<file path="config.mk">
export PLATFORM = sky130hd
export DESIGN_NAME = urp_pcie_tlp_rx_parser
export DESIGN_NICKNAME = d
export VERILOG_FILES = /design/src/rtl/urp_pcie_tlp_rx_parser.sv
export SDC_FILE = /design/constraint.sdc
export NUM_CORES = 1
export LEC_CHECK = 0
export CAP_MARGIN = 10
export CORE_MARGIN = 5
export CORE_UTILIZATION = 45
export CTS_BUF_LIST = sky130_fd_sc_hd__clkbuf_4 sky130_fd_sc_hd__clkbuf_8 sky130_fd_sc_hd__clkbuf_16
export CTS_CLUSTER_SIZE = 10
export DETAILED_ROUTE_END_ITERATION = 6
export DONT_BUFFER_PORTS = 1
export MAX_ROUTING_LAYER = met4
export SYNTH_ARGS = -nofsm -noshare
export SYNTH_HDL_FRONTEND = slang
export SYNTH_SLANG_ARGS = --single-unit
</file>
<file path="constraint.sdc">
create_clock -name clk -period 3 [get_ports clk]
set_clock_uncertainty 0.05 [all_clocks]
set_input_delay 0.6 -clock clk [delete_from_list [all_inputs] [get_ports clk]]
set_output_delay 0.6 -clock clk [all_outputs]
set_load 0.02 [all_outputs]
</file>
<file path="src/rtl/urp_pcie_tlp_rx_parser.sv">
// -----------------------------------------------------------------------------
// urp_pcie_tlp_rx_parser
//
// RX-side TLP depacketizer. Takes a 32-bit dword stream from the link side
// (valid/ready with sop/eop framing), parses the 3DW or 4DW header, captures
// up to PAYLOAD_DW data dwords and holds one decoded TLP on the consumer
// interface until it is taken with tlp_valid_o/tlp_ready_i.
//
// Ports
//   clk, rst_n            clock, asynchronous active-low reset
//   rx_data_i/valid/sop/eop, rx_ready_o
//                         link-side dword stream
//   tlp_valid_o, tlp_ready_i
//                         decoded-TLP handshake
//   payload_o             captured data, first data DW in the top 32 bits
//   addr_o                address (DW2 for 3DW headers, DW3 for 4DW headers)
//   header_*_o            fmt/type/tc/length from DW0, requester/completer IDs
//                         from DW1
//   vc_o                  0 when tc is zero, else 1
//   err_type_o            type not one of 00000/00001/01010
//   err_len_o             framing did not match the header length
//   trunc_o               data dwords beyond PAYLOAD_DW were discarded
// -----------------------------------------------------------------------------
module urp_pcie_tlp_rx_parser #(
   parameter int PAYLOAD_DW = 4
) (
   input  logic                    clk,
   input  logic                    rst_n,
   input  logic [31:0]             rx_data_i,
   input  logic                    rx_valid_i,
   input  logic                    rx_sop_i,
   input  logic                    rx_eop_i,
   output logic                    rx_ready_o,
   output logic                    tlp_valid_o,
   input  logic                    tlp_ready_i,
   output logic [32*PAYLOAD_DW-1:0] payload_o,
   output logic [31:0]             addr_o,
   output logic [2:0]              header_fmt_o,
   output logic [4:0]              header_type_o,
   output logic [2:0]              header_tc_o,
   output logic [9:0]              header_length_o,
   output logic [15:0]             header_requestID_o,
   output logic [15:0]             header_completID_o,
   output logic                    vc_o,
   output logic                    err_type_o,
   output logic                    err_len_o,
   output logic                    trunc_o
);

   typedef enum logic [2:0] {
      S_IDLE = 3'd0,
      S_H1   = 3'd1,
      S_H2   = 3'd2,
      S_H3   = 3'd3,
      S_DATA = 3'd4,
      S_DROP = 3'd5,
      S_OUT  = 3'd6
   } state_t;

   state_t                  r_state;
   logic                    r_rx_ready;
   logic                    r_tlp_valid;
   logic [32*PAYLOAD_DW-1:0] r_payload;
   logic [31:0]             r_addr;
   logic [2:0]              r_fmt;
   logic [4:0]              r_type;
   logic [2:0]              r_tc;
   logic [9:0]              r_len;
   logic [15:0]             r_req_id;
   logic [15:0]             r_cpl_id;
   logic                    r_vc;
   logic                    r_err_type;
   logic                    r_err_len;
   logic                    r_trunc;
   logic [10:0]             r_dcnt;   // index of the next data dword
   logic [10:0]             r_dtot;   // number of data dwords the header announces

   logic                    w_beat;
   logic                    w_type_ok;
   logic [10:0]             w_dtot;
   logic                    w_data_last;
   logic                    w_exp_last;
   state_t                  w_adv_state;

   assign w_beat    = rx_valid_i && r_rx_ready;
   assign w_type_ok = (rx_data_i[28:24] == 5'd0) || (rx_data_i[28:24] == 5'd1) ||
                      (rx_data_i[28:24] == 5'd10);
   // A length field of zero encodes 1024 dwords; header-only TLPs carry no data.
   assign w_dtot    = !rx_data_i[30]              ? 11'd0    :
                      (rx_data_i[9:0] == 10'd0)   ? 11'd1024 : {1'b0, rx_data_i[9:0]};
   assign w_data_last = (r_dcnt + 11'd1) == r_dtot;

   // Whether the current state's beat is the one the header says carries eop,
   // and where the parse goes next if it is neither last nor framed by eop.
   always_comb begin
      w_exp_last  = 1'b0;
      w_adv_state = r_state;
      case (r_state)
         S_H1:   w_adv_state = S_H2;
         S_H2: begin
            w_exp_last  = !r_fmt[0] && !r_fmt[1];
            w_adv_state = r_fmt[0] ? S_H3 : S_DATA;
         end
         S_H3: begin
            w_exp_last  = !r_fmt[1];
            w_adv_state = S_DATA;
         end
         S_DATA: w_exp_last = w_data_last;
         default: ;
      endcase
   end

   always_ff @(posedge clk or negedge rst_n) begin
      if (!rst_n) begin
         r_state     <= S_IDLE;
         r_rx_ready  <= 1'b0;
         r_tlp_valid <= 1'b0;
         r_payload   <= '0;
         r_addr      <= '0;
         r_fmt       <= '0;
         r_type      <= '0;
         r_tc        <= '0;
         r_len       <= '0;
         r_req_id    <= '0;
         r_cpl_id    <= '0;
         r_vc        <= 1'b0;
         r_err_type  <= 1'b0;
         r_err_len   <= 1'b0;
         r_trunc     <= 1'b0;
         r_dcnt      <= '0;
         r_dtot      <= '0;
      end else begin
         case (r_state)
            S_IDLE: begin
               r_rx_ready <= 1'b1;
               // Beats without sop are stray and silently dropped.
               if (w_beat && rx_sop_i) begin
                  r_fmt      <= rx_data_i[31:29];
                  r_type     <= rx_data_i[28:24];
                  r_tc       <= rx_data_i[22:20];
                  r_len      <= rx_data_i[9:0];
                  r_dtot     <= w_dtot;
                  r_vc       <= |rx_data_i[22:20];
                  r_err_type <= !w_type_ok;
                  r_payload  <= '0;
                  r_addr     <= '0;
                  r_req_id   <= '0;
                  r_cpl_id   <= '0;
                  r_err_len  <= 1'b0;
                  r_trunc    <= 1'b0;
                  r_dcnt     <= '0;
                  if (rx_eop_i) begin
                     // A single-dword TLP can never be complete.
                     r_err_len   <= 1'b1;
                     r_state     <= S_OUT;
                     r_tlp_valid <= 1'b1;
                     r_rx_ready  <= 1'b0;
                  end else begin
                     r_state <= S_H1;
                  end
               end
            end

            S_H1, S_H2, S_H3, S_DATA, S_DROP: begin
               if (w_beat) begin
                  // A fresh sop mid-packet is absorbed as ordinary data.
                  if (rx_sop_i) r_err_len <= 1'b1;

                  case (r_state)
                     S_H1: begin
                        r_req_id <= rx_data_i[31:16];
                        r_cpl_id <= rx_data_i[15:0];
                     end
                     S_H2: if (!r_fmt[0]) r_addr <= rx_data_i;
                     S_H3: r_addr <= rx_data_i;   // DW2 (upper address) is ignored
                     S_DATA: begin
                        for (int i = 0; i < PAYLOAD_DW; i++) begin
                           if (r_dcnt == 11'(i))
                              r_payload[32*(PAYLOAD_DW-1-i) +: 32] <= rx_data_i;
                        end
                        if (r_dcnt >= 11'(PAYLOAD_DW)) r_trunc <= 1'b1;
                        r_dcnt <= r_dcnt + 11'd1;
                     end
                     default: ;
                  endcase

                  if (rx_eop_i) begin
                     if (!w_exp_last && (r_state != S_DROP)) r_err_len <= 1'b1;
                     r_state     <= S_OUT;
                     r_tlp_valid <= 1'b1;
                     r_rx_ready  <= 1'b0;
                  end else if (w_exp_last) begin
                     // Packet runs past its announced length: swallow the rest.
                     r_err_len <= 1'b1;
                     r_state   <= S_DROP;
                  end else begin
                     r_state <= w_adv_state;
                  end
               end
            end

            S_OUT: begin
               r_rx_ready <= 1'b0;
               if (tlp_ready_i) begin
                  r_tlp_valid <= 1'b0;
                  r_rx_ready  <= 1'b1;
                  r_state     <= S_IDLE;
               end
            end

            default: r_state <= S_IDLE;
         endcase
      end
   end

   assign rx_ready_o         = r_rx_ready;
   assign tlp_valid_o        = r_tlp_valid;
   assign payload_o          = r_payload;
   assign addr_o             = r_addr;
   assign header_fmt_o       = r_fmt;
   assign header_type_o      = r_type;
   assign header_tc_o        = r_tc;
   assign header_length_o    = r_len;
   assign header_requestID_o = r_req_id;
   assign header_completID_o = r_cpl_id;
   assign vc_o               = r_vc;
   assign err_type_o         = r_err_type;
   assign err_len_o          = r_err_len;
   assign trunc_o            = r_trunc;

endmodule

</file>
# --- Yosys cells after proc, flatten, opt, wreduce, memory -nomap -nowiden ---
# Cells that the tools add are included.
op_classes:
  div_mod_pow: 0
  n_addsub: 1
  n_lt_le_gt_ge: 1
  multipliers: 0
  reduce_logical: 31
  n_shift: 0
  muxes: 60
  n_eq_ne: 27
  bitwise: 0
ops:
  columns: ["operator", "count"]
  rows:
  - ["2-to-1 mux 128 bit", 3]
  - ["one-hot mux 128 bit (2 select lines)", 1]
  - ["2-to-1 mux 32 bit", 7]
  - ["one-hot mux 32 bit (2 select lines)", 2]
  - ["2-to-1 mux 16 bit", 5]
  - ["one-hot mux 16 bit (2 select lines)", 2]
  - ["2-to-1 mux 11 bit", 5]
  - ["AND reduction 5 bit", 6]
  - ["equality test 11 x 2 -> 1 bit, second input constant", 2]
  - ["!= test 2 bit, second input constant", 11]
  - ["one-hot mux 11 bit (2 select lines)", 1]
  - ["2-to-1 mux 3 bit", 7]
  - ["2-to-1 mux 1 bit", 20]
  - ["one-hot mux 3 bit (3 select lines)", 2]
  - ["AND reduction 4 bit", 4]
  - ["adder 11 x 1 -> 11 bit, second input constant", 1]
  - ["equality test 11 x 1 -> 1 bit, second input constant", 1]
  - ["equality test 11 bit", 1]
  - [">= comparator 11 x 3 -> 1 bit, second input constant", 1]
  - ["zero test 11 bit", 1]
  - ["zero test 10 bit", 1]
  - ["equality test 3 bit, second input constant", 3]
  - ["!= test 3 bit, second input constant", 3]
  - ["one-hot mux 1 bit (3 select lines)", 3]
  - ["other kinds (17)", 27]
word_totals:
  romBits: 0
  mem_bits_rw: 0
  input_bits: 38
  output_inout_bits: 219
  ff_bits: 244
  latch_bits: 0
  n_memories: 0
  word_cells: 140

# --- Logic depth before layout (Yosys ltp) ---
logic_depth:
  word_depth: 9
  depth_mapped: 10
  depth_no_buf: 9

# --- Worst setup path after synthesis ---
# Ideal clock, no wire load.
synth_path:
  path_kind: "reg-to-reg"
  startpoint: "reg r_dcnt[0]"
  endpoint: "reg r_state[1]"
  period_less_slack_ns: 2.306
  setup_time_ns: 0.129
  setup_slack_ns: 0.694
  required_ns: 2.821
  n_path_buf: 1
  stages_incl_launch_ff: 10
  t_arrival_ns: 2.128
  path_cell_list: "dfrtp_1 > ha_1 > clkbuf_1 > and4_1 > nand2_1 > xnor2_1 > nand3_1 > a2111o_1 > a311oi_1 > nor3_1"
synth_between:
  elab_chain_len: 7
  elab_cells_between_ends: 9
  cone_classes: "add/sub (1); eq/ne (2); mux (5); reduce/logical (1)"
synth_rtl:
  columns: ["element", "line_no", "source"]
  rows:
  - ["start, declared", "75", "logic [10:0] r_dcnt;"]
  - ["start signal, assigned", "182", "r_dcnt <= r_dcnt + 11'd1;"]
  - ["adder 11 x 1 -> 11 bit *", "91", "assign w_data_last = (r_dcnt + 11'd1) == r_dtot;"]
  - ["equality test 11 bit *", "91", null]
  - ["one-hot mux 1 bit (3 select lines) *", "98", "case (r_state)"]
  - ["2-to-1 mux 3 bit", "192", "end else if (w_exp_last) begin"]
  - ["2-to-1 mux 3 bit", "187", "if (rx_eop_i) begin"]
  - ["2-to-1 mux 3 bit", "165", "if (w_beat) begin"]
  - ["one-hot mux 3 bit (3 select lines)", "133", "case (r_state)"]
  - ["end signal, assigned", "197", "r_state <= w_adv_state;"]
  - ["end, declared", "60", "state_t r_state;"]
# Mark *: on every way between the ends. The rest lies on a longest branch, timed or not. The select of a mux whose other input is x is not followed.
# A chain may end at the register's enable or synchronous reset.

# --- Worst setup path after layout ---
layout_path:
  startpoint: "reg r_dcnt[0]"
  endpoint: "reg r_state[0]"
# The elaborated chain is that of the path after synthesis.

==> run_results.csv <==
group,metric,value,unit
run,drv_cap,0,
sta,max_freq,385,MHz
critical_path,crit_type,"reg2reg",
pwr,ir_worst_vdd,0.501,mV
critical_path,required,3.36,ns
critical_path,crit_path_end_kind,"flop",
sta,fin_crit,2.60,ns
pwr,p_leak,4.96,nW
global_route,antenna_found_initial,0,
route,vias,6721,
final_layout,seq_area,6110,um2
yosys,synth-edff-count,0,
floorplan,fp.dieArea,24400,um2
sta,fin_tns_setup,0,ns
final_layout,area_delta_synth_final,10.5,%
critical_path,cp-startpoint,"r_dcnt[0]",
route,ant_nets,0,
critical_path,startpoint_type,"flop",
final_layout,fin_nets,1017,
cts,cts_tree,"built",
floorplan,initial_core_util,0.458,
route,viasPerCell,5.36,
global_route,grt_start_max_net_pins,245,
yosys,netlist_area,9630,um2
critical_path,worst-path-max-fanout,9,
floorplan,ioPinCount,257,
final_layout,final_common_cell,"nand2_1",
yosys,yosysSeqAreaShare,0.634,
worst_hold_path,hp-class,"in2async",
placement,numPortBuffers,0,
critical_path,ff2ff_setup_slack,0.40,ns
floorplan,rows,53,
yosys,synthCells,994,
outcome,status,"finished, violations left",
route,drt_iter0_drc,415,
sta,hold_ws,-0.269,ns
floorplan,die_w,156,um
sta,period_share,0.866,
route,totalWireLength,25800,um
cts,h-tree-depth,1,
route,drc,0,
yosys,yosys_warnings,0,
placement,gp_congestion,0.827,
cts,cts_root_buffer,"clkbuf_16",
sta,drv_slew,0,
yosys,synth_fp_nets,1036,
pwr,p_total,13.3,mW
route,wire_per_inst,20.6,um
sta,maxSlewHeadroom,0.297,
global_route,first_global_vias,6698,
cts,cts.reportedPaths.clkPinSlew,0.06,ns
cts,post_cts_buffers,0,
floorplan,core-area,21000,um2
sta,rsz0062_at_grt,"false",
sta,hold_viol,244,
yosys,synth.distinct_cells,48,
sta,setup_violations,0,
pwr,powerDensity,1250,nW/um2
yosys,async_flop_share,1.00,
floorplan,fp.dieH,156,um
cts,cts_buffer_depth,3,
cts,clock_latency,0.52,ns
final_layout,drive_above_1_share,0.0613,
critical_path,rr_startpoint,"r_dcnt[0]",
cts,numCtsBuffers,28,
final_layout,diodes,0,
global_route,grt_util_all_layers,0.213,
yosys,synth_seq_cells,244,
critical_path,arrival,2.96,ns
outcome,violations,"negative hold slack",
route,dr.pass1.iters,4,
global_route,grt_pass1_wl,40200,um
yosys,ys.flop_type,"dfrtp_1",
final_layout,final_cell_mix,"321 x nand2_1, 244 x dfrtp_1, 213 x o21ai_0",
cts,clock-sinks,244,
final_layout,nFillCells,1942,
placement,place_hpwl,17800,um
global_route,grt-ovfl-total,0,
sta,tightest_slew,1.05,ns
yosys,syn_area_per_cell,9.69,um2
final_layout,multiInputGateArea,3240,um2
worst max-delay path, cell delays in order, from the launching register on:
cell      delay, ns
dfrtp_1        0.51
ha_1           0.42
and4_1         0.27
nand2_1        0.14
xnor2_1        0.18
a211oi_1       0.34
a2111o_1       0.22
o21ai_0        0.10
a32o_1         0.26
path summary, 6_finish.rpt:
check,depth (start not counted),end
worst max-delay path,8,r_state[0]
worst min-delay path,0,tlp_valid_o
worst max register to register,8,r_state[0]
worst min register to register,2,r_dtot[7]
max in group asynchronous,0,payload_o[61]
min in group clk,2,header_length_o[6]
cell usage after synthesis, types with 5 or more instances:
library cell    n  area, um2
nand3_1        18       90.1
o21ai_0       213       1070
inv_1           6       22.5
dfrtp_1       244       6110
xnor2_1        12        105
and2_1          5       31.3
buf_2          17       85.1
o31ai_1         7       52.6
nand2_1       322       1210
a21oi_1        17       85.1
nor3_1          7       35.0
clkbuf_1       41        154
nor2_1         17       63.8
flip-flops by register name, indices dropped and copies added, names as in the netlist, 3 cells and up:
name and cells:
addr_o 32, header_completID_o 16, header_fmt_o 3, header_length_o 10
header_requestID_o 16, header_tc_o 3, header_type_o 5, payload_o 128
r_dcnt 11, r_dtot 11, r_state 3
layer usage:
layer,part of all wire,up-vias,GRT usage
li1,-,3254,-
met1,0.42,3209,0.278
met2,0.46,225,0.333
met3,0.096,33,0.0680
met5,0,-,-
met4,0.018,0,0.0434
what timing repair did:
action	in CTS	in global routing
setup endpoints to repair	0	0
endpoints found under the hold margin	244	244
resized for setup	0	0
kinds of logic after synthesis:
logic type                 count (synthesis)  synth area share
and+or+nand+nor                          400             0.172
xor gates and xnor gates                  16            0.0145
buffers and inverters                     71            0.0314
DFF                                      244             0.634
adders and majority gates                  4           0.00520
AOI/OAI and AO/OA                        259             0.143
power by group:
part / internal (mW) / switching (mW) / leakage, nW
Clock: 1.72 / 1.22 / 0.378
Sequential: 4.59 / 2.64 / 3.15
Combinational: 1.02 / 2.08 / 1.43
layout make-up:
cell class / count / area share
Clock inverter: 1 / 0.00153
Tap cell: 275 / 0.0323
Inverter: 6 / 0.00212
Timing Repair Buffer: 16 / 0.0160
Clock buffer: 33 / 0.0700
Sequential cell: 244 / 0.574
Multi-Input combinational cell: 679 / 0.304
stage by stage:
stage / std cells / area (um2) / worst slack, ns / util
after CTS: 1254 / 10600 / 0.405 / 0.506
final: 1254 / 10600 / 0.403 / 0.506
after global routing: 1254 / 10600 / 0.190 / 0.506
after floorplan: 994 / 9630 / 0.694 / -
after detailed placement: 1220 / 9880 / 0.344 / 0.470
after global placement: 1220 / 9880 / 0.453 / 0.470
Power figures use the tool's default switching activity.
